==> src/rtl/cpu_pkg.sv <==
// Shared CPU types: datapath widths, execute-unit state encoding and the
// prioritised operation code derived from the decoder's one-hot strobes.
package cpu_pkg;

  localparam int DWIDTH = 16;
  localparam int AWIDTH = 12;

  typedef enum logic [2:0] {
    ST_IDLE,
    ST_MEM_RD,
    ST_EXEC,
    ST_MEM_WR,
    ST_DONE
  } state_t;

  typedef enum logic [3:0] {
    OP_NOP,
    OP_ADD,
    OP_LOAD,
    OP_STORE,
    OP_BRANCH,
    OP_ISZ,
    OP_CLR_AC,
    OP_CLR_E,
    OP_COMP_AC,
    OP_LOAD_AC,
    OP_CIR_R,
    OP_CIR_L,
    OP_INC_AC
  } op_t;

  // strobes[11] is add (highest priority) down to strobes[0] inc_ac; the
  // ascending scan lets the highest set bit overwrite any lower one.
  function automatic op_t pick_op(input logic [11:0] strobes);
    op_t r;
    r = OP_NOP;
    for (int i = 0; i < 12; i++) begin
      if (strobes[i]) r = op_t'(4'(12 - i));
    end
    return r;
  endfunction

endpackage

==> src/rtl/exec_unit_if.sv <==
// Memory request/response bus between the execute unit (master) and the
// data memory (slave).
interface exec_unit_if #(
  parameter int DWIDTH = cpu_pkg::DWIDTH,
  parameter int AWIDTH = cpu_pkg::AWIDTH
);
  logic [AWIDTH-1:0] mem_addr;
  logic              mem_rd;
  logic              mem_wr;
  logic [DWIDTH-1:0] mem_wdata;
  logic [DWIDTH-1:0] mem_rdata;
  logic              mem_ready;

  modport master (
    output mem_addr, mem_rd, mem_wr, mem_wdata,
    input  mem_rdata, mem_ready
  );

  modport slave (
    input  mem_addr, mem_rd, mem_wr, mem_wdata,
    output mem_rdata, mem_ready
  );
endinterface

==> src/rtl/exec_unit_alu.sv <==
// Combinational AC/E update for the EXEC state, plus the ISZ increment of DR
// and its wrap-to-zero flag.
module exec_alu
  import cpu_pkg::*;
(
  input  op_t               op,
  input  logic [DWIDTH-1:0] ac,
  input  logic              e,
  input  logic [DWIDTH-1:0] dr,
  input  logic [7:0]        imm,
  output logic [DWIDTH-1:0] ac_next,
  output logic              e_next,
  output logic [DWIDTH-1:0] dr_inc,
  output logic              isz_zero
);

  always_comb begin
    ac_next = ac;
    e_next  = e;
    case (op)
      OP_ADD:     {e_next, ac_next} = {1'b0, ac} + {1'b0, dr};
      OP_LOAD:    ac_next = dr;
      OP_CLR_AC:  ac_next = '0;
      OP_CLR_E:   e_next = 1'b0;
      OP_COMP_AC: ac_next = ~ac;
      OP_LOAD_AC: ac_next = {{(DWIDTH-8){1'b0}}, imm};
      OP_CIR_R: begin
        ac_next = {e, ac[DWIDTH-1:1]};
        e_next  = ac[0];
      end
      OP_CIR_L: begin
        ac_next = {ac[DWIDTH-2:0], e};
        e_next  = ac[DWIDTH-1];
      end
      OP_INC_AC:  ac_next = ac + DWIDTH'(1);
      default:    ;
    endcase
  end

  assign dr_inc   = dr + DWIDTH'(1);
  assign isz_zero = (dr_inc == '0);

endmodule

==> src/rtl/exec_unit.sv <==
// Execute datapath: AC/E/DR registers, memory handshake FSM and completion
// pulse. Define MEM_TIMEOUT_EN to abort memory waits after TIMEOUT_CYCLES.
module exec_unit #(
  parameter int DWIDTH         = cpu_pkg::DWIDTH,
  parameter int AWIDTH         = cpu_pkg::AWIDTH,
  parameter int TIMEOUT_CYCLES = 15
) (
  input  logic              clk,
  input  logic              reset_n,
  input  logic              i_execute,
  input  logic              i_add,
  input  logic              i_load,
  input  logic              i_store,
  input  logic              i_branch,
  input  logic              i_isz,
  input  logic              i_clr_ac,
  input  logic              i_clr_e,
  input  logic              i_comp_ac,
  input  logic              i_load_ac,
  input  logic              i_cir_r,
  input  logic              i_cir_l,
  input  logic              i_inc_ac,
  input  logic [AWIDTH-1:0] i_addr,
  input  logic [7:0]        i_imm,
  exec_unit_if.master       mem,
  output logic [DWIDTH-1:0] o_ac,
  output logic              o_e,
  output logic              o_pc_load,
  output logic [AWIDTH-1:0] o_pc_val,
  output logic              o_pc_skip,
  output logic              o_ex_done,
  output logic              o_ex_err
);
  import cpu_pkg::*;

  if (TIMEOUT_CYCLES < 1) begin : g_bad_timeout
    $error("exec_unit: TIMEOUT_CYCLES must be at least 1");
  end

  state_t            state_reg;
  op_t               op_reg;
  logic [7:0]        imm_reg;
  logic [DWIDTH-1:0] ac_reg;
  logic              e_reg;
  logic [DWIDTH-1:0] dr_reg;
  logic              armed_reg;
  logic              skip_pend_reg;
  logic [AWIDTH-1:0] mem_addr_reg;
  logic              mem_rd_reg;
  logic              mem_wr_reg;
  logic [DWIDTH-1:0] mem_wdata_reg;
  logic              pc_load_reg;
  logic [AWIDTH-1:0] pc_val_reg;
  logic              pc_skip_reg;
  logic              ex_done_reg;

  op_t               op_sel;
  logic [DWIDTH-1:0] ac_next;
  logic              e_next;
  logic [DWIDTH-1:0] dr_inc;
  logic              isz_zero;

`ifdef MEM_TIMEOUT_EN
  localparam int TW = $clog2(TIMEOUT_CYCLES + 1);
  logic [TW-1:0] tcount_reg;
  logic          ex_err_reg;
  logic          tout_hit;
  assign tout_hit = (tcount_reg == TW'(TIMEOUT_CYCLES - 1));
  assign o_ex_err = ex_err_reg;
`else
  assign o_ex_err = 1'b0;
`endif

  assign op_sel = pick_op({i_add, i_load, i_store, i_branch, i_isz, i_clr_ac,
                           i_clr_e, i_comp_ac, i_load_ac, i_cir_r, i_cir_l,
                           i_inc_ac});

  exec_alu u_alu (
    .op       (op_reg),
    .ac       (ac_reg),
    .e        (e_reg),
    .dr       (dr_reg),
    .imm      (imm_reg),
    .ac_next  (ac_next),
    .e_next   (e_next),
    .dr_inc   (dr_inc),
    .isz_zero (isz_zero)
  );

  always_ff @(posedge clk or negedge reset_n) begin
    if (!reset_n) begin
      state_reg     <= ST_IDLE;
      op_reg        <= OP_NOP;
      imm_reg       <= '0;
      ac_reg        <= '0;
      e_reg         <= 1'b0;
      dr_reg        <= '0;
      armed_reg     <= 1'b1;
      skip_pend_reg <= 1'b0;
      mem_addr_reg  <= '0;
      mem_rd_reg    <= 1'b0;
      mem_wr_reg    <= 1'b0;
      mem_wdata_reg <= '0;
      pc_load_reg   <= 1'b0;
      pc_val_reg    <= '0;
      pc_skip_reg   <= 1'b0;
      ex_done_reg   <= 1'b0;
`ifdef MEM_TIMEOUT_EN
      tcount_reg    <= '0;
      ex_err_reg    <= 1'b0;
`endif
    end else begin
      ex_done_reg <= 1'b0;
      pc_load_reg <= 1'b0;
      pc_skip_reg <= 1'b0;
`ifdef MEM_TIMEOUT_EN
      ex_err_reg  <= 1'b0;
`endif
      case (state_reg)
        ST_IDLE: begin
          if (!i_execute) armed_reg <= 1'b1;
          if (i_execute && armed_reg) begin
            op_reg  <= op_sel;
            imm_reg <= i_imm;
`ifdef MEM_TIMEOUT_EN
            tcount_reg <= '0;
`endif
            case (op_sel)
              OP_ADD, OP_LOAD, OP_ISZ: begin
                state_reg    <= ST_MEM_RD;
                mem_rd_reg   <= 1'b1;
                mem_addr_reg <= i_addr;
              end
              OP_STORE: begin
                state_reg     <= ST_MEM_WR;
                mem_wr_reg    <= 1'b1;
                mem_addr_reg  <= i_addr;
                mem_wdata_reg <= ac_reg;
              end
              OP_BRANCH: begin
                state_reg   <= ST_EXEC;
                pc_load_reg <= 1'b1;
                pc_val_reg  <= i_addr;
              end
              OP_NOP: begin
                state_reg   <= ST_DONE;
                ex_done_reg <= 1'b1;
              end
              default: state_reg <= ST_EXEC;
            endcase
          end
        end

        ST_MEM_RD: begin
          if (mem.mem_ready) begin
            dr_reg     <= mem.mem_rdata;
            mem_rd_reg <= 1'b0;
            state_reg  <= ST_EXEC;
          end
`ifdef MEM_TIMEOUT_EN
          else if (tout_hit) begin
            mem_rd_reg  <= 1'b0;
            state_reg   <= ST_DONE;
            ex_done_reg <= 1'b1;
            ex_err_reg  <= 1'b1;
          end else begin
            tcount_reg <= tcount_reg + TW'(1);
          end
`endif
        end

        ST_EXEC: begin
          ac_reg <= ac_next;
          e_reg  <= e_next;
          if (op_reg == OP_ISZ) begin
            // Write back the incremented word; the skip is only released
            // once the memory has accepted that write.
            dr_reg        <= dr_inc;
            skip_pend_reg <= isz_zero;
            mem_wr_reg    <= 1'b1;
            mem_wdata_reg <= dr_inc;
            state_reg     <= ST_MEM_WR;
`ifdef MEM_TIMEOUT_EN
            tcount_reg    <= '0;
`endif
          end else begin
            state_reg   <= ST_DONE;
            ex_done_reg <= 1'b1;
          end
        end

        ST_MEM_WR: begin
          if (mem.mem_ready) begin
            mem_wr_reg  <= 1'b0;
            state_reg   <= ST_DONE;
            ex_done_reg <= 1'b1;
            pc_skip_reg <= skip_pend_reg;
          end
`ifdef MEM_TIMEOUT_EN
          else if (tout_hit) begin
            mem_wr_reg  <= 1'b0;
            state_reg   <= ST_DONE;
            ex_done_reg <= 1'b1;
            ex_err_reg  <= 1'b1;
          end else begin
            tcount_reg <= tcount_reg + TW'(1);
          end
`endif
        end

        ST_DONE: begin
          state_reg     <= ST_IDLE;
          armed_reg     <= !i_execute;
          skip_pend_reg <= 1'b0;
        end

        default: state_reg <= ST_IDLE;
      endcase
    end
  end

  assign mem.mem_addr  = mem_addr_reg;
  assign mem.mem_rd    = mem_rd_reg;
  assign mem.mem_wr    = mem_wr_reg;
  assign mem.mem_wdata = mem_wdata_reg;
  assign o_ac          = ac_reg;
  assign o_e           = e_reg;
  assign o_pc_load     = pc_load_reg;
  assign o_pc_val      = pc_val_reg;
  assign o_pc_skip     = pc_skip_reg;
  assign o_ex_done     = ex_done_reg;

endmodule

==> src/flat_wrapper.sv <==
// flat-port wrapper written by rule: the top's interface ports become plain ports
module exec_unit_flat import cpu_pkg::*;
#(
  parameter int DWIDTH         = cpu_pkg::DWIDTH,
  parameter int AWIDTH         = cpu_pkg::AWIDTH,
  parameter int TIMEOUT_CYCLES = 15
)
  (clk, reset_n, i_execute, i_add, i_load, i_store, i_branch, i_isz, i_clr_ac, i_clr_e, i_comp_ac, i_load_ac, i_cir_r, i_cir_l, i_inc_ac, i_addr, i_imm, o_ac, o_e, o_pc_load, o_pc_val, o_pc_skip, o_ex_done, o_ex_err, mem_mem_addr, mem_mem_rd, mem_mem_wr, mem_mem_wdata, mem_mem_rdata, mem_mem_ready);
  exec_unit_if #(.DWIDTH(DWIDTH), .AWIDTH(AWIDTH)) mem_i ();
  input  logic clk;
  input  logic reset_n;
  input  logic i_execute;
  input  logic i_add;
  input  logic i_load;
  input  logic i_store;
  input  logic i_branch;
  input  logic i_isz;
  input  logic i_clr_ac;
  input  logic i_clr_e;
  input  logic i_comp_ac;
  input  logic i_load_ac;
  input  logic i_cir_r;
  input  logic i_cir_l;
  input  logic i_inc_ac;
  input  logic [AWIDTH-1:0] i_addr;
  input  logic [7:0] i_imm;
  output logic [DWIDTH-1:0] o_ac;
  output logic o_e;
  output logic o_pc_load;
  output logic [AWIDTH-1:0] o_pc_val;
  output logic o_pc_skip;
  output logic o_ex_done;
  output logic o_ex_err;
  output wire logic [$bits(mem_i.mem_addr)-1:0] mem_mem_addr;
  output wire logic [$bits(mem_i.mem_rd)-1:0] mem_mem_rd;
  output wire logic [$bits(mem_i.mem_wr)-1:0] mem_mem_wr;
  output wire logic [$bits(mem_i.mem_wdata)-1:0] mem_mem_wdata;
  input wire logic [$bits(mem_i.mem_rdata)-1:0] mem_mem_rdata;
  input wire logic [$bits(mem_i.mem_ready)-1:0] mem_mem_ready;
  assign mem_mem_addr = mem_i.mem_addr;
  assign mem_mem_rd = mem_i.mem_rd;
  assign mem_mem_wr = mem_i.mem_wr;
  assign mem_mem_wdata = mem_i.mem_wdata;
  assign mem_i.mem_rdata = mem_mem_rdata;
  assign mem_i.mem_ready = mem_mem_ready;
  exec_unit #(.DWIDTH(DWIDTH), .AWIDTH(AWIDTH), .TIMEOUT_CYCLES(TIMEOUT_CYCLES)) u_core (.clk(clk), .reset_n(reset_n), .i_execute(i_execute), .i_add(i_add), .i_load(i_load), .i_store(i_store), .i_branch(i_branch), .i_isz(i_isz), .i_clr_ac(i_clr_ac), .i_clr_e(i_clr_e), .i_comp_ac(i_comp_ac), .i_load_ac(i_load_ac), .i_cir_r(i_cir_r), .i_cir_l(i_cir_l), .i_inc_ac(i_inc_ac), .i_addr(i_addr), .i_imm(i_imm), .mem(mem_i), .o_ac(o_ac), .o_e(o_e), .o_pc_load(o_pc_load), .o_pc_val(o_pc_val), .o_pc_skip(o_pc_skip), .o_ex_done(o_ex_done), .o_ex_err(o_ex_err));
endmodule
==> config.mk <==
export PLATFORM = sky130hd
export DESIGN_NAME = exec_unit_flat
export DESIGN_NICKNAME = d
export VERILOG_FILES = /design/src/rtl/cpu_pkg.sv /design/src/rtl/exec_unit_if.sv /design/src/rtl/exec_unit_alu.sv /design/src/rtl/exec_unit.sv /design/src/flat_wrapper.sv
export SDC_FILE = /design/constraint.sdc
export NUM_CORES = 1
export LEC_CHECK = 0
export CAP_MARGIN = 20
export CORE_ASPECT_RATIO = 1.4
export CORE_MARGIN = 2
export CORE_UTILIZATION = 30
export DETAILED_ROUTE_END_ITERATION = 10
export SLEW_MARGIN = 20
export SYNTH_ARGS = -nofsm -noshare
export SYNTH_HDL_FRONTEND = slang
export SYNTH_HIERARCHICAL = 1
export SYNTH_SLANG_ARGS = --single-unit
==> constraint.sdc <==
create_clock -name clk -period 2.8 [get_ports clk]
set_input_delay 0.84 -clock clk [delete_from_list [all_inputs] [get_ports clk]]
set_output_delay 0.84 -clock clk [all_outputs]
set_load 0.1 [all_outputs]
==> results of run 1 <==
## per-layer routing
metal | part of all wire, % | wire length (µm)
met1 | 38 | 7980
met2 | 51 | 10700
met3 | 7.6 | 1580
met4 | 2.6 | 549
met5 | 0 | 0
## cell families (layout without fill, tap and decap cells)
logic type                 Yosys count  in the layout  share of synthesized area, %
adders and majority gates           19             19                          3.68
xor gates and xnor gates            33             33                          4.33
DFF                                 95             95                          35.6
muxes                               66             66                          12.4
AOI/OAI and AO/OA                  154            154                          16.0
other                                1              1                        0.0562
buffers and inverters               64            199                          4.33
and+or+nand+nor                    336            336                          23.5
## layout make-up
| class | instances | area, µm² |
|---|---|---|
| Tap cell | 297 | 372 |
| Sequential cell | 95 | 2390 |
| Inverter | 18 | 67.6 |
| Timing Repair Buffer | 165 | 1400 |
| Multi-Input combinational cell | 609 | 4010 |
| Fill cell | 2286 | 13300 |
| Clock inverter | 6 | 75.1 |
| Clock buffer | 10 | 239 |
## cells in the final DEF, fill, tap and decap left out, types with 8 or more instances in the layout
master	instances
nand2_1	183
buf_4	112
dfrtp_1	87
nor2_1	53
clkdlybuf4s50_1	50
mux2_2	46
a21oi_1	43
o21ai_0	27
nand3_1	22
xnor2_1	20
inv_1	18
ha_1	18
xor2_1	13
nor3_1	12
nand4_1	11
clkbuf_16	9
nor2b_1	9
mux2_4	9
o31ai_1	8
## metrics by stage
stage	area [µm²]	utilization [%]	TNS (ps)	worst slack [ps]	cells
detailed placement	8240	37.7	-120	-16.4	1184
global route	8550	39.1	0	29.1	1200
floorplan	6680	-	0	20.5	768
finish	8550	39.1	0	177	1200
CTS	8550	39.1	0	240	1200
global placement	8240	37.7	0	28.7	1184
## worst min path at each step
stage	to	slack [ps]
3_5_place_dp	u_core/imm_reg[7]$_DFFE_PN0P_	470
5_1_grt	u_core/mem.mem_addr[7]$_DFFE_PN0P_	380
2_1_floorplan	u_core/imm_reg[1]$_DFFE_PN0P_	440
6_report	u_core/mem.mem_addr[7]$_DFFE_PN0P_	370
3_3_place_gp	u_core/imm_reg[2]$_DFFE_PN0P_	460
4_1_cts	u_core/mem.mem_addr[7]$_DFFE_PN0P_	360
==> key figures, run 1 <==
Status
  – Status: finished, final reports clean

Timing
  – Fin crit period: roughly 2600 ps
  – Final setup fails: 0
  – Tcrit/Tclk final: 93.7%
  – RSZ-0062 raised after global routing: no
  – Worst relative slew slack: 54.7%
  – F_max: 0.381 GHz
  – Pins Over Slew Limit: 0
  – Hold Slack: 369 ps
  – Clock skew: between 7 and 8 ps
  – Hold Fails Final Rpt: 0
  – Worst-Margin Slew: around 660 ps

Placement
  – Number of port buffers: 113
  – DP HPWL: between 15000 and 20000 µm
  – GPL Wtd Cong: 0.928

Global route
  – Largest net degree at the start of global routing: 40
  – First-pass GRT wire length: 33100 µm
  – M2 GR Usage: 31.7%
  – GR Util All Layers: 18.1%
  – Vias in the first global route: roughly 6000
  – GR peak layer: met2
  – Met1 Use GR: a little over a fifth
  – Initial antenna violation count: 0
  – Grt ovf: 0
  – GR Layer Usage met3: under 10%

Worst setup path
  – Worst path slowest cell: dfrtp_2
  – Number of buffers and inverters on the critical path: 1
  – Worst R2R Start: u_core/o_ac[0]$_DFFE_PN0P_
  – CP Max Fanout: 4
  – Origin of the worst setup path: u_core/o_ac[0]$_DFFE_PN0P_
  – CP max stage delay: 430 ps
  – Worst path cell trace: ha_1 > inv_1 > fa_1 > nor2b_1 > o31ai_1 > a21oi_1 > o21ai_0 > mux2_1 > o211ai_1 > nand2_1 > nand2_1
  – Crit start category: register
  – Crit-path leading delay family: compound AO/OA/AOI/OAI gates
  – Flop2flop setup slack: 180 ps
  – Reg2reg end: u_core/o_ac[10]$_DFFE_PN0P_
  – Crit path depth: 11
  – Most used cell, CP: nand2_1
  – Worst Path Required: 3090 ps
  – Setup CP Type: reg2reg
  – Worst Reg-to-Reg Cells: 11
  – Critical Path End: u_core/o_ac[10]$_DFFE_PN0P_
  – CP Data Arrival Time: 2910 ps
  – Worst setup EP type: register

Worst hold path
  – Hold WC Path Type: in2async

Synth
  – Synth top area share: a little over a third
  – Number of flops mapped to enable cells by yosys: 0
  – Post-synth top cells: 183 x nand2_1, 94 x dfrtp_1, 54 x nor2_1, 46 x mux2_2, 43 x a21oi_1
  – Post-Syn Instances: 768
  – Synth warnings: 6
  – Sequential-to-total area share from yosys stat: between 30% and 40%
  – Distinct cells, synth: 77
  – Cell Area, Synth: 6670 µm²
  – Seq cells post-synth: 95
  – Most numerous cell in the Yosys netlist: nand2_1
  – Area leader, netlist: dfrtp_1
  – Synth top area cells: dfrtp_1 35%, nand2_1 10%, mux2_2 7.8%
  – Mapped Nets: 839
  – Syn Area/Cell: roughly 8.7 µm²
  – Synth Flop Type: dfrtp_1
  – Synth async-reset ratio: between 90% and 100%

Floorplan
  – Core box area: 21900 µm²
  – DIE AREA: 23500 µm²
  – Die Y: about 180 µm
  – Die Width: between 100 and 150 µm
  – Initial Util: 30.5%
  – Row cnt: 64
  – Num ports: 115

Finish
  – Antenna diode count: 0
  – Proportion of layout cells with a drive suffix above 1: between 20% and 30%
  – Nets@finish: just under 1000
  – Area Growth Syn to Fin: 28.1%

Route
  – Post-DR wirelength/cell: 17.4 µm
  – DRC: 0
  – Via count: just over 6000
  – DR iter-0 viols: 486
  – DR vias/cell: about 5.2
  – WL final: 20800 µm
  – Final ANT Viol Nets: 0
  – Drt pass-1 iters: 5

Clocking
  – Setup repair bufs after CTS: 0
  – # H-tree levels: 3
  – CTS tree: done
  – Clk sinks: 95
  – Clock transition at the registers of the reported paths: 70 ps
  – Post-CTS sizing: 0
  – Clock latency on the worst-skew pair: 350 ps
  – Hold-fix buffers, CTS: 0
  – TritonCTS Buffers: 9
  – Root Buffer: clkbuf_16
  – Clock buffer depth: 2

Run
  – MaxCap Viol Count: 0
Power of run 1 is left out: the tool's default activity adds up to more than one toggle a clock period on the data nets, which glitch-free logic cannot reach.
==> run 2: changes to the inputs <==
==> constraint.sdc (replaced) <==
create_clock -name clk -period 2.45 [get_ports clk]
set_input_delay 0.735 -clock clk [delete_from_list [all_inputs] [get_ports clk]]
set_output_delay 0.735 -clock clk [all_outputs]
set_load 0.1 [all_outputs]
==> run 2 against run 1 <==
  * Worst setup slack worse by 140 ps
  * Maximum frequency rose by 8.7%
  * Largest cell class unchanged
  * Register-to-register slack got worse by 140 ps
  * Die area did not move
  * Cell count is 3.7% higher
  * Clock skew shrank 1.3 ps
  * Routed wire length rose by 5.9%
==> key figures, run 2 (synthesis gave the netlist of run 1 again) <==
Finish
  – Area Growth Syn to Fin: 36.6%
  – Antenna diode count: 0 (unchanged)
  – FF+latch area: 2420 µm² (+1.3%)
  – Leading cell type in the layout, fill and taps excluded: nand2_1
  – Most frequent cells in the layout: 182 x nand2_1, 150 x buf_4, 79 x dfrtp_1
  – Final Instance Area: 9120 µm² (+6.6%)
  – Proportion of layout cells with a drive suffix above 1: 30.5% (+6.5 points)
  – Filler Cell Count: 2214 (-3.1%)
  – Non-Filler Instances: 1244 (+3.7%)
  – Area of the multi-input gates: 4160 µm² (+3.8%)
  – Nets@finish: 1013 (+4.5%)

Timing
  – Sum Neg Setup Slack: 0 ps (unchanged)
  – F_max: 0.414 GHz (+8.7%)
  – RSZ-0062 raised after global routing: yes
  – Worst-Margin Slew: 812 ps (+150 ps)
  – Pins Over Slew Limit: 0 (unchanged)
  – Tcrit/Tclk final: 98.5% (+4.8 points)
  – Worst relative slew slack: 45.9% (-8.8 points)
  – Fin crit period: 2410 ps (-210 ps)
  – Hold Fails Final Rpt: 0 (unchanged)
  – Final setup fails: 0 (unchanged)
  – Clock skew: 6.61 ps (-1.35 ps)

Worst setup path
  – Worst Path Required: 2700 ps (-390 ps)
  – Setup CP Type: reg2reg
  – CP max stage delay: 510 ps (+80 ps)
  – Crit start category: register
  – Worst setup EP type: register
  – CP Max Fanout: 4 (unchanged)
  – Worst path cell trace: ha_4 > inv_2 > fa_2 > nor2b_2 > o31ai_4 > a211oi_2 > o22a_1 > and4_1 > o32a_1 > nand2_1 > nand2_1
  – Worst R2R Start: u_core/o_ac[0]$_DFFE_PN0P_
  – Worst path slowest cell: dfrtp_4
  – CP Data Arrival Time: 2670 ps (-240 ps)
  – Most used cell, CP: nand2_1
  – Origin of the worst setup path: u_core/o_ac[0]$_DFFE_PN0P_

Route
  – Via count: 6419 (+3.7%)
  – Final ANT Viol Nets: 0 (unchanged)
  – WL final: 22100 µm (+5.9%)
  – Post-DR wirelength/cell: 17.7 µm (+2.2%)
  – DRC: 0 (unchanged)
  – DR vias/cell: 5.16 (about the same)
  – DR iter-0 viols: 360 (-26%)
  – Drt pass-1 iters: 5 (unchanged)

Floorplan
  – Die Y: 180 µm (unchanged)
  – Initial Util: 30.5% (unchanged)
  – Row cnt: 64 (unchanged)
  – Core box area: 21900 µm² (unchanged)
  – DIE AREA: 23500 µm² (unchanged)
  – Die Width: 130 µm (unchanged)
  – Num ports: 115 (unchanged)

Worst hold path
  – Hold WC Path Type: in2async

Global route
  – Grt ovf: 0 (unchanged)
  – First-pass GRT wire length: 34400 µm (+4.1%)
  – Largest net degree at the start of global routing: 40 (unchanged)
  – GR Util All Layers: 18.9% (+0.78 points)
  – GR peak layer: met2
  – M2 GR Usage: 32.6% (+0.96 points)
  – Vias in the first global route: 6412 (+4.9%)
  – GR Layer Usage met3: 3.86% (-0.36 points)
  – Met1 Use GR: 22.3% (+0.97 points)
  – Initial antenna violation count: 0 (unchanged)

Clocking
  – Root Buffer: clkbuf_16
  – TritonCTS Buffers: 9 (unchanged)
  – Clock transition at the registers of the reported paths: 80 ps (about the same)
  – Clock latency on the worst-skew pair: 360 ps (about the same)
  – Clock buffer depth: 2 (unchanged)
  – CTS tree: done
  – Hold-fix buffers, CTS: 0 (unchanged)
  – # H-tree levels: 3 (unchanged)
  – Clk sinks: 95 (unchanged)

Placement
  – Number of port buffers: 113 (unchanged)
  – DP HPWL: 16800 µm (+5.5%)
  – GPL Wtd Cong: 0.899 (-3.2%)
  – Placed insts: 1226 (+3.5%)
  – DP Area: 8720 µm² (+5.9%)

Run
  – MaxCap Viol Count: 0 (unchanged)

Status
  – Status: finished, final reports clean
[run 2: changes by cell type in the layout (fill, tap and decap cells not counted), moves of 3 or more]
| cell | previous run | this run |
|---|---|---|
| buf_12 | 3 | 9 |
| dfrtp_1 | 87 | 79 |
| buf_4 | 112 | 150 |
| a211oi_1 | 4 | 1 |
| ha_1 | 18 | 10 |
| dfrtp_4 | 0 | 8 |
| ha_4 | 0 | 7 |
[run 2: worst paths after layout]
kind | to | slack (ps) | cells past startpoint
min in group clk | u_core/imm_reg[2]$_DFFE_PN0P_ | 480 | 2
max in group asynchronous | u_core/dr_reg[6]$_DFFE_PN0P_ | 1430 | 2
max reg2reg | u_core/o_e$_DFFE_PN0P_ | 40 | 11
min | u_core/mem.mem_addr[5]$_DFFE_PN0P_ | 340 | 1
max | u_core/o_e$_DFFE_PN0P_ | 40 | 11
min reg2reg | u_core/imm_reg[2]$_DFFE_PN0P_ | 480 | 2
[run 2: metal layers]
metal	up-vias	share of wire, %
met3	47	6.4
met4	0	4.4
met1	3077	39
li1	3071	-
met2	224	50
met5	-	0
[run 2: cell type report]
class	count	share of cell area [%]
Multi-Input combinational cell	609	45.6
Clock buffer	9	2.47
Sequential cell	95	26.5
Tap cell	297	4.08
Clock inverter	7	0.741
Inverter	18	0.741
Timing Repair Buffer	209	19.8
[run 2: per-stage QoR]
step                setup WS (ps)  utilization (%)  hold slack (ps)
floorplan                    6.90                -              439
global placement             -157             39.9              462
detailed placement           -195             39.9              468
CTS                          2.33             41.3              363
global route                -39.4             41.7              368
finish                       37.2             41.7              340
[run 2: repair_timing]
item	4_1_cts	5_1_grt
pin swaps	0	8
gates resized for setup	2	19
buffers inserted	0	2
endpoints found under the setup margin	2	8
[run 2: critical path: cells and delay by family (launching register included)]
kind / cells / cell delay, ps
adders and majority gates: 2 / 400
buffers and inverters: 1 / 60
AOI/OAI and AO/OA: 4 / 930
DFF: 1 / 510
and+or+nand+nor: 4 / 400
Power of run 2 is left out for the same reason.
